--- config.mk ---
export PLATFORM = sky130hd
export DESIGN_NAME = dmem_responder
export DESIGN_NICKNAME = d
export VERILOG_FILES = /design/src/rtl/dmem_responder_pkg.sv /design/src/rtl/dmem_uart_tx.sv /design/src/rtl/dmem_responder.sv
export SDC_FILE = /design/constraint.sdc
export NUM_CORES = 2
export LEC_CHECK = 0
export CORE_MARGIN = 2
export CORE_UTILIZATION = 55
export DETAILED_ROUTE_END_ITERATION = 10
export PLACE_DENSITY = 0.78
export SLEW_MARGIN = 10
export SYNTH_ARGS = -nofsm -noshare
export SYNTH_HDL_FRONTEND = slang
export SYNTH_MEMORY_MAX_BITS = 65536
export SYNTH_SLANG_ARGS = --single-unit
--- constraint.sdc ---
create_clock -name clk -period 10.19 [get_ports clk]
set_clock_uncertainty 0.15 [all_clocks]
set_input_delay 2.038 -clock clk [delete_from_list [all_inputs] [get_ports clk]]
set_output_delay 2.038 -clock clk [all_outputs]
set_load 0.005 [all_outputs]
--- src/rtl/dmem_responder_pkg.sv ---
// dmem_responder_pkg
//   Shared constants for the data-memory responder: the MMIO page select,
//   register offsets within that page, STATUS bit positions and the UART
//   transmitter state encoding.
package dmem_responder_pkg;

  // dmem_addr[15:12] value that selects the MMIO page instead of RAM.
  localparam logic [3:0] MMIO_PAGE = 4'hF;

  // Register offsets, taken from dmem_addr[3:0].
  localparam logic [3:0] OFS_GPIO_OUT  = 4'h0;
  localparam logic [3:0] OFS_GPIO_IN   = 4'h1;
  localparam logic [3:0] OFS_TIMER_CNT = 4'h2;
  localparam logic [3:0] OFS_TIMER_CMP = 4'h3;
  localparam logic [3:0] OFS_STATUS    = 4'h4;
  localparam logic [3:0] OFS_TX_DATA   = 4'h5;
  localparam logic [3:0] OFS_BAUD_DIV  = 4'h6;

  // STATUS register bit positions.
  localparam int ST_MATCH    = 0;
  localparam int ST_TX_FULL  = 1;
  localparam int ST_TX_BUSY  = 2;
  localparam int ST_TX_EMPTY = 3;
  localparam int ST_TX_OVF   = 4;

  typedef enum logic [1:0] {
    TX_IDLE  = 2'd0,
    TX_START = 2'd1,
    TX_DATA  = 2'd2,
    TX_STOP  = 2'd3
  } tx_state_e;

endpackage

--- src/rtl/dmem_uart_tx.sv ---
// dmem_uart_tx
//   Byte FIFO feeding an 8N1 serializer. Each bit lasts baud_div_i+1 clocks;
//   baud_div_i is sampled whenever the bit timer reloads.
//   Ports:
//     clk, rst_n       clock, synchronous active-low reset
//     push_i           push push_data_i this cycle (dropped if full)
//     push_data_i[7:0] byte to enqueue
//     baud_div_i[15:0] bit period minus one
//     full_o, empty_o  FIFO occupancy flags
//     busy_o           FIFO non-empty or frame in progress
//     uart_tx_o        serial line, idles high
//
// Handshake: push_i is a one-cycle strobe with no ready; the caller checks
// full_o in the same cycle to know whether the byte was taken.
module dmem_uart_tx
  import dmem_responder_pkg::*;
#(
  parameter int DEPTH = 4
) (
  input  logic        clk,
  input  logic        rst_n,
  input  logic        push_i,
  input  logic [7:0]  push_data_i,
  input  logic [15:0] baud_div_i,
  output logic        full_o,
  output logic        empty_o,
  output logic        busy_o,
  output logic        uart_tx_o
);

  localparam int PW = $clog2(DEPTH);
  localparam logic [PW:0] FULL_CNT = (PW+1)'(DEPTH);

  logic [7:0]    mem_q [DEPTH];
  logic [PW-1:0] wr_ptr_q, rd_ptr_q;
  logic [PW:0]   count_q, count_d;

  tx_state_e     state_q, state_d;
  logic [15:0]   baud_cnt_q, baud_cnt_d;
  logic [2:0]    bit_idx_q, bit_idx_d;
  logic [7:0]    shift_q, shift_d;
  logic          push_ok, pop;

  assign full_o  = (count_q == FULL_CNT);
  assign empty_o = (count_q == '0);
  assign busy_o  = !empty_o || (state_q != TX_IDLE);
  assign push_ok = push_i && !full_o;

  always_comb begin
    count_d = count_q;
    case ({push_ok, pop})
      2'b10:   count_d = count_q + 1'b1;
      2'b01:   count_d = count_q - 1'b1;
      default: count_d = count_q;
    endcase
  end

  // FIFO storage carries no reset; emptiness is tracked by count_q.
  always_ff @(posedge clk) begin
    if (push_ok) mem_q[wr_ptr_q] <= push_data_i;
  end

  always_ff @(posedge clk) begin
    if (!rst_n) begin
      wr_ptr_q   <= '0;
      rd_ptr_q   <= '0;
      count_q    <= '0;
      state_q    <= TX_IDLE;
      baud_cnt_q <= '0;
      bit_idx_q  <= '0;
      shift_q    <= '0;
    end else begin
      if (push_ok) wr_ptr_q <= wr_ptr_q + 1'b1;
      if (pop)     rd_ptr_q <= rd_ptr_q + 1'b1;
      count_q    <= count_d;
      state_q    <= state_d;
      baud_cnt_q <= baud_cnt_d;
      bit_idx_q  <= bit_idx_d;
      shift_q    <= shift_d;
    end
  end

  // Bit timer counts down from baud_div to 0, so each level lasts
  // baud_div+1 cycles. IDLE always lasts exactly one cycle between frames.
  always_comb begin
    state_d    = state_q;
    baud_cnt_d = baud_cnt_q;
    bit_idx_d  = bit_idx_q;
    shift_d    = shift_q;
    pop        = 1'b0;
    uart_tx_o  = 1'b1;
    case (state_q)
      TX_IDLE: begin
        if (!empty_o) begin
          pop        = 1'b1;
          shift_d    = mem_q[rd_ptr_q];
          baud_cnt_d = baud_div_i;
          state_d    = TX_START;
        end
      end
      TX_START: begin
        uart_tx_o = 1'b0;
        if (baud_cnt_q == '0) begin
          baud_cnt_d = baud_div_i;
          bit_idx_d  = '0;
          state_d    = TX_DATA;
        end else begin
          baud_cnt_d = baud_cnt_q - 16'd1;
        end
      end
      TX_DATA: begin
        uart_tx_o = shift_q[0];
        if (baud_cnt_q == '0) begin
          baud_cnt_d = baud_div_i;
          if (bit_idx_q == 3'd7) begin
            state_d = TX_STOP;
          end else begin
            shift_d   = {1'b0, shift_q[7:1]};
            bit_idx_d = bit_idx_q + 3'd1;
          end
        end else begin
          baud_cnt_d = baud_cnt_q - 16'd1;
        end
      end
      TX_STOP: begin
        if (baud_cnt_q == '0) state_d = TX_IDLE;
        else                  baud_cnt_d = baud_cnt_q - 16'd1;
      end
      default: state_d = TX_IDLE;
    endcase
  end

endmodule

--- src/rtl/dmem_responder.sv ---
// dmem_responder
//   Data-memory responder for the single-cycle core: word-addressed scratch
//   RAM plus an MMIO page (GPIO, compare timer, FIFO-buffered UART TX).
//   Reads are combinational and side-effect free; writes commit on clk.
//   Ports:
//     clk, rst_n          clock, synchronous active-low reset
//     dmem_addr[15:0]     word address (page 0xF = MMIO, else RAM, aliased)
//     dmem_data_in[15:0]  write data
//     dmem_we             write strobe
//     dmem_data_out[15:0] read data for dmem_addr, same cycle
//     gpio_in, gpio_out   GPIO input (synchronized) / registered output
//     uart_tx             serial output, idles high
//     timer_irq           STATUS.MATCH sticky bit
module dmem_responder
  import dmem_responder_pkg::*;
#(
  parameter int          RAM_AW         = 8,
  parameter int          GPIO_W         = 16,
  parameter int          TX_FIFO_DEPTH  = 4,
  parameter logic [15:0] BAUD_DIV_RESET = 16'd433
) (
  input  logic              clk,
  input  logic              rst_n,
  input  logic [15:0]       dmem_addr,
  input  logic [15:0]       dmem_data_in,
  input  logic              dmem_we,
  output logic [15:0]       dmem_data_out,
  input  logic [GPIO_W-1:0] gpio_in,
  output logic [GPIO_W-1:0] gpio_out,
  output logic              uart_tx,
  output logic              timer_irq
);

  logic [15:0]       ram_q [2**RAM_AW];
  logic [GPIO_W-1:0] gpio_out_q, sync1_q, sync2_q;
  logic [15:0]       cnt_q, cnt_d, cmp_q, baud_q;
  logic              match_q, match_d, ovf_q, ovf_d;

  logic              is_mmio, wr_mmio, cnt_hit, tx_push;
  logic              tx_full, tx_empty, tx_busy;
  logic [3:0]        ofs;
  logic [RAM_AW-1:0] ram_idx;
  logic              unused_addr_bits;

  assign is_mmio = (dmem_addr[15:12] == MMIO_PAGE);
  assign ofs     = dmem_addr[3:0];
  assign ram_idx = dmem_addr[RAM_AW-1:0];
  assign wr_mmio = dmem_we && is_mmio;
  assign tx_push = wr_mmio && (ofs == OFS_TX_DATA);
  assign cnt_hit = (cnt_q == cmp_q);
  // Address bits between the RAM index and the page select are don't-care.
  assign unused_addr_bits = ^dmem_addr;

  assign gpio_out  = gpio_out_q;
  assign timer_irq = match_q;

  // RAM contents survive reset; async read returns pre-write data.
  always_ff @(posedge clk) begin
    if (dmem_we && !is_mmio) ram_q[ram_idx] <= dmem_data_in;
  end

  // Sticky bits: a set event in the same cycle as a W1C wins.
  always_comb begin
    cnt_d = cnt_hit ? 16'd0 : cnt_q + 16'd1;
    if (wr_mmio && ofs == OFS_TIMER_CNT) cnt_d = dmem_data_in;

    match_d = match_q;
    if (wr_mmio && ofs == OFS_STATUS && dmem_data_in[ST_MATCH]) match_d = 1'b0;
    if (cnt_hit) match_d = 1'b1;

    ovf_d = ovf_q;
    if (wr_mmio && ofs == OFS_STATUS && dmem_data_in[ST_TX_OVF]) ovf_d = 1'b0;
    if (tx_push && tx_full) ovf_d = 1'b1;
  end

  always_ff @(posedge clk) begin
    if (!rst_n) begin
      gpio_out_q <= '0;
      sync1_q    <= '0;
      sync2_q    <= '0;
      cnt_q      <= '0;
      cmp_q      <= 16'hFFFF;
      baud_q     <= BAUD_DIV_RESET;
      match_q    <= 1'b0;
      ovf_q      <= 1'b0;
    end else begin
      sync1_q <= gpio_in;
      sync2_q <= sync1_q;
      cnt_q   <= cnt_d;
      match_q <= match_d;
      ovf_q   <= ovf_d;
      if (wr_mmio && ofs == OFS_GPIO_OUT)  gpio_out_q <= dmem_data_in[GPIO_W-1:0];
      if (wr_mmio && ofs == OFS_TIMER_CMP) cmp_q      <= dmem_data_in;
      if (wr_mmio && ofs == OFS_BAUD_DIV)  baud_q     <= dmem_data_in;
    end
  end

  always_comb begin
    dmem_data_out = '0;
    if (is_mmio) begin
      case (ofs)
        OFS_GPIO_OUT:  dmem_data_out[GPIO_W-1:0] = gpio_out_q;
        OFS_GPIO_IN:   dmem_data_out[GPIO_W-1:0] = sync2_q;
        OFS_TIMER_CNT: dmem_data_out = cnt_q;
        OFS_TIMER_CMP: dmem_data_out = cmp_q;
        OFS_STATUS: begin
          dmem_data_out[ST_MATCH]    = match_q;
          dmem_data_out[ST_TX_FULL]  = tx_full;
          dmem_data_out[ST_TX_BUSY]  = tx_busy;
          dmem_data_out[ST_TX_EMPTY] = tx_empty;
          dmem_data_out[ST_TX_OVF]   = ovf_q;
        end
        OFS_BAUD_DIV:  dmem_data_out = baud_q;
        default:       dmem_data_out = '0;
      endcase
    end else begin
      dmem_data_out = ram_q[ram_idx];
    end
  end

  dmem_uart_tx #(
    .DEPTH (TX_FIFO_DEPTH)
  ) u_tx (
    .clk         (clk),
    .rst_n       (rst_n),
    .push_i      (tx_push),
    .push_data_i (dmem_data_in[7:0]),
    .baud_div_i  (baud_q),
    .full_o      (tx_full),
    .empty_o     (tx_empty),
    .busy_o      (tx_busy),
    .uart_tx_o   (uart_tx)
  );

endmodule

== After elaboration in Yosys (flattened, before gate mapping) ==
Memories as Yosys holds them, arrays and structs flattened. A register that Yosys moved wholly into a read port is not among the register bits.
Index checks and enable logic that the tools add are counted.
Word-level totals
  word-level logic and storage cells: 114
  register bits after elaboration: 134
  memory bits (writable): 4128
  memories kept: 2
Memories
  ram_q: depth 256, width 16, rd ports 1, clocked after memory_dff 0, write ports 1, line dmem_responder.sv:34  | logic [15:0] ram_q [2**RAM_AW];
  u_tx.mem_q: depth 4, width 8, rd ports 1, clocked after memory_dff 1, write ports 1, line dmem_uart_tx.sv:34  | logic [7:0] mem_q [DEPTH];
Cells by class
  add/sub/neg operators: 7
  equal/unequal tests: 22
  reduce and logical (&&, ||, !) cells: 31
  muxes and demuxes: 37
Operators with widths (count)
  16-bit two-way mux: 6
  11-bit case mux with 5 select lines: 1
  16-bit case mux with 3 select lines: 1
  5-bit case mux with 6 select lines: 1
  8-bit two-way mux: 3
  16-bit by 1-bit adder with 16-bit output, second input constant: 1
  16-bit equality test: 1
  16-bit logical NOT: 1
  8-bit case mux with 2 select lines: 1
  16-bit by 1-bit subtractor with 16-bit output, second input constant: 1
  2-bit two-way mux: 7
  4-bit by 3-bit equality test with 1-bit output, second input constant: 3
  1-bit logical AND: 12
  3-bit case mux with 2 select lines: 2
  2-bit nonzero test: 6
  1-bit two-way mux: 10
  3-bit two-way mux: 3
  4-bit by 2-bit equality test with 1-bit output, second input constant: 2
  2-bit by 1-bit inequality test with 1-bit output, second input constant: 4
  2-bit case mux with 4 select lines: 1
  4-bit AND reduction: 2
  3-bit by 1-bit adder with 3-bit output, second input constant: 2
  2-bit equality test, second input constant: 3
  3-bit equality test, second input constant: 2
  other kinds (15): 21

== Depth between registers and ports, before layout ==
  word-level depth: 6
  gate-level depth with buffers: 14
  depth with buffers taken out: 11

== Cells and area by module ==
From an unflattened synthesis, not the netlist that was laid out.
Unflattened totals
  cells, all modules: 8074
  area, all modules: 165562.5 µm²
By module, submodules not included
  dmem_responder: cells an instance 7758, area each 162094.2 µm², seq. area each 124959.8 µm², instances 1
  dmem_uart_tx: cells an instance 316, area each 3468.3 µm², seq. area each 1721.7 µm², instances 1

== Least setup slack after synthesis ==
Ideal clock, no wire load.
  kind: input -> output
  start point: input dmem_addr[0]
  end point: output dmem_data_out[14]
  setup slack: 3688 ps
  buffers on the path: 4
  arrival: 4314 ps
  stages on the path: 10
  required time: 8002 ps
  cell sequence: buf_4 > buf_4 > buf_2 > buf_2 > mux4_2 > a22oi_1 > o21ai_0 > o21a_1 > o41ai_1 > o211ai_1
On the way
  word-level cells in the longest chain between the ends: 3
  elaborated cells on any way between the ends: 8
RTL lines
  start, declared: line dmem_responder.sv:24  | input logic [15:0] dmem_addr,
  parallel branches: the longest is 2 deep, another holds memory 256 x 16 bit
  16-bit two-way mux *: line dmem_responder.sv:100  | if (is_mmio) begin
  end, declared: line dmem_responder.sv:27  | output logic [15:0] dmem_data_out,
Every way passes the cells marked *.

== Worst setup path in the final report ==
  start point: input dmem_addr[5]
  end point: output dmem_data_out[6]
On the way
  word-level cells in the longest chain between the ends: 2
RTL lines (line)
  memory 256 x 16 bit
  16-bit two-way mux: dmem_responder.sv:100
Every way passes these cells.

==> key figures <==
Power and ir drop
  • Sw Share: 0.222
  • Comb power frac: 0.060
  • Psw: 8.02 mW
  • Share of power burned in registers: 0.534
  • Int Pwr: 28.1 mW
  • VDD IR-drop max: 0.169 mV
  • Pwr Density: 195 mW/mm^2
  • Leakage Power: 59.1 nW
  • Clock share of power: 0.406

Outcome
  • Status: finished clean

Clock network
  • CTS Buffer Depth: 4
  • CTS tree: built
  • Clk sink count: 4264
  • Total CTS buffers: 409
  • Hold buffers post-CTS: 0
  • Clock root buffer master: clkbuf_16
  • Post-CTS setup buffer count: 0
  • CTS H-tree depth: 5
  • Post-CTS resize count: 0
  • Worst-Skew Late Latency: 0.97 ns
  • Clock slew seen by the registers of the worst setup and hold paths: 0.06 ns

Synthesis
  • Most common cell in the netlist: edfxtp_1
  • Sequential fraction of the synthesis area: 0.768
  • Most area-consuming cells after synthesis: edfxtp_1 (75%), mux4_2 (11%), mux2i_1 (3.2%), dfxtp_1 (1.7%), a22oi_1 (0.96%)
  • Gate count after technology mapping: 8072
  • EDFF count, synth: 4128
  • Top_reg_cell synth: edfxtp_1
  • Syn Std Cell Area: 0.165 mm^2
  • Most instantiated cells after synthesis: edfxtp_1 (4128), mux4_2 (831), mux2i_1 (528), nor2_1 (337), nand2_1 (234)
  • Yosys cell types: 80
  • Mapped Nets: 8138
  • Mapped Avg Cell Area: 20.4 um^2
  • YS warnings: 0
  • Async S/R FF share, synth: 0
  • Area leader, netlist: edfxtp_1
  • Synth Register Bits: 4264
  • Area share of the largest cell type after synthesis: 0.752

Die
  • Core area: 0.299 mm^2
  • DIE AREA: 0.304 mm^2
  • Die X: 552 um
  • Site Rows: 201
  • # IOs: 85
  • DIE HEIGHT: 552 um
  • Initial Utilization: 0.552

GRT
  • First-pass GRT wire length: 632 mm
  • Largest net degree at the start of global routing: 176
  • Remaining global-route overflow: 0
  • Initial antenna violation count: 32
  • Global Route Usage Sum: 0.292
  • Vias in the first global route: 86457

STA
  • Finish-stage setup viols: 0
  • Relative slew slack: 0.0567
  • Setup_tns: 0 ns
  • Fmax: 107 MHz
  • Fin crit share: 0.920
  • Final Max Tran Viols: 0
  • Worst Max-Slew Pin Slew: 1.41 ns
  • RSZ-0062 raised after global routing: no
  • Setup ws final: 0.817 ns
  • Minimum clock period: 9.37 ns
  • Final Hold Viols: 0

Placement
  • Worst slack at placement: 1.03 ns
  • Cell area after placement: 0.172 mm^2
  • I/O Buffers: 80
  • RePlAce Congestion: 0.900
  • Cells after DPL: 12107
  • Detailed Place HPWL: 257 mm

Setup path
  • Crit. Startpoint: dmem_addr[5]
  • Worst stage delay on the critical path: 0.77 ns
  • CP cell instances: buf_2 -> buf_12 -> or2_2 -> buf_4 -> o21ai_0 -> o211ai_1 -> nor4b_1 -> o32ai_1 -> clkdlybuf4s50_1
  • Worst R2R End: u_tx.baud_cnt_q[8]
  • R2R Setup Slk: 6.88 ns
  • Worst setup EP type: output pin
  • WP data arrival: 7.18 ns
  • WP data required: 8.00 ns
  • Launching point of the worst reg2reg path: u_tx.baud_cnt_q[7]
  • Setup CP Type: input pin to output pin
  • Reg2reg path depth: 6
  • Crit-path max FO: 35
  • Worst path slowest cell: nor4b_1
  • Startpoint Class: input pin
  • CP endpoint: dmem_data_out[6]

Drt
  • DR iter-0 viols: 15157
  • DR pass1 iterations: 9
  • Vias per inst: 6.86
  • Final antenna-violating net count: 0
  • Post-Route WL: 447 mm
  • WL/cell: 34.7 um
  • Vias: 88262
  • DRC: 0

Finish
  • Register area: 0.127 mm^2
  • Post-layout instance area: 0.185 mm^2
  • Multi-input gate area in the final layout: 0.0360 mm^2
  • Fin nets: 8626
  • Layout Cells excl Fill: 12861
  • Post-layout util: 0.620
  • FILL cells: 19109
  • Share of layout cells above drive strength 1: 0.220
  • Area delta synth->final: 12.4%

Worst hold path
  • Hold WC Path Type: flop to flop

Job
  • MaxCap Viol Count: 0
[metal layers]
layer / global-route usage / part of all wire
met4: 0.148 / 0.059
met2: 0.451 / 0.47
met3: 0.0851 / 0.13
met5: 0 / 0.00047
met1: 0.381 / 0.34
[registers in the layout, summed over array words and instances (netlist names), named ones only]
register and cells:
u_tx.shift_q 8, u_tx.rd_ptr_q 2, cmp_q 16, u_tx.mem_q 32, timer_irq 1, ovf_q 1, sync2_q 16, u_tx.state_q 2
cnt_q 16, u_tx.count_q 3, sync1_q 16, u_tx.wr_ptr_q 2, ram_q 4096, baud_q 16, u_tx.bit_idx_q 3, u_tx.baud_cnt_q 16
gpio_out 16
[cells by family after synthesis]
| kind of cell | share of synthesized area |
|---|---|
| AO/OA/AOI/OAI | 0.0386 |
| XOR/XNOR | 0.00218 |
| adder cells (fa/ha/maj) | 0.00118 |
| buffers and inverters | 0.0147 |
| flip-flops | 0.768 |
| multiplexers | 0.147 |
| AND/OR/NAND/NOR | 0.0280 |
[cells in the final DEF (no fill, tap or decap), drive strengths merged, types with 15 or more instances in the layout]
cell type,count
edfxtp,4128
mux4,831
mux2i,528
clkbuf,516
buf,495
nor2,337
nand2,234
a22oi,210
clkinv,181
dfxtp,136
o22ai,134
nand3,108
a21oi,101
a211oi,83
o21ai,81
a221oi,74
nor2b,61
clkdlybuf4s50,56
and2,54
a22o,43
nor4,42
nand4,34
a21boi,33
inv,33
xnor2,30
nor3,27
bufinv,26
nand2b,26
mux2,25
o211ai,18
o2111ai,15
[stage by stage]
step | power [mW] | hold WS [ns]
after detailed placement | 21.8 | 0.270
after CTS | 36.2 | 0.291
after floorplan | 20.9 | 0.262
final | 36.2 | 0.286
after global routing | 37.0 | 0.306
after global placement | 21.7 | 0.274
[layout make-up]
cell class,instances,area share
Inverter,26,0.000527
Sequential cell,4264,0.684
Tap cell,3958,0.0267
Multi-Input combinational cell,3307,0.194
Antenna cell,14,0.000189
Timing Repair Buffer,552,0.0257
Clock inverter,225,0.0115
Clock buffer,515,0.0579
[worst min path at each step]
stage / start / endpoint / slack (ns) / depth (start not counted)
finish: sync1_q[1] / sync2_q[1] / 0.29 / 1
global route: sync1_q[6] / sync2_q[6] / 0.31 / 1
CTS: sync1_q[1] / sync2_q[1] / 0.29 / 1
detailed placement: sync1_q[3] / sync2_q[3] / 0.27 / 1
global placement: sync1_q[12] / sync2_q[12] / 0.27 / 1
floorplan: sync1_q[0] / sync2_q[0] / 0.26 / 1
[critical path: cells and delay by family]
| family | cells | cell delay [ns] |
|---|---|---|
| AND/OR/NAND/NOR | 2 | 1.45 |
| buffers and inverters | 4 | 1.91 |
| AO/OA/AOI/OAI | 3 | 1.65 |
[power by group through the flow]
stage	registers [mW]	logic, mW	clock network, mW
floorplan	19.7	1.18	0
finish	19.3	2.16	14.7
global route	19.3	2.25	15.4
CTS	19.3	2.12	14.7
detailed placement	19.7	2.10	0
global placement	19.7	2.04	0
(Power assumes the default switching activity.)
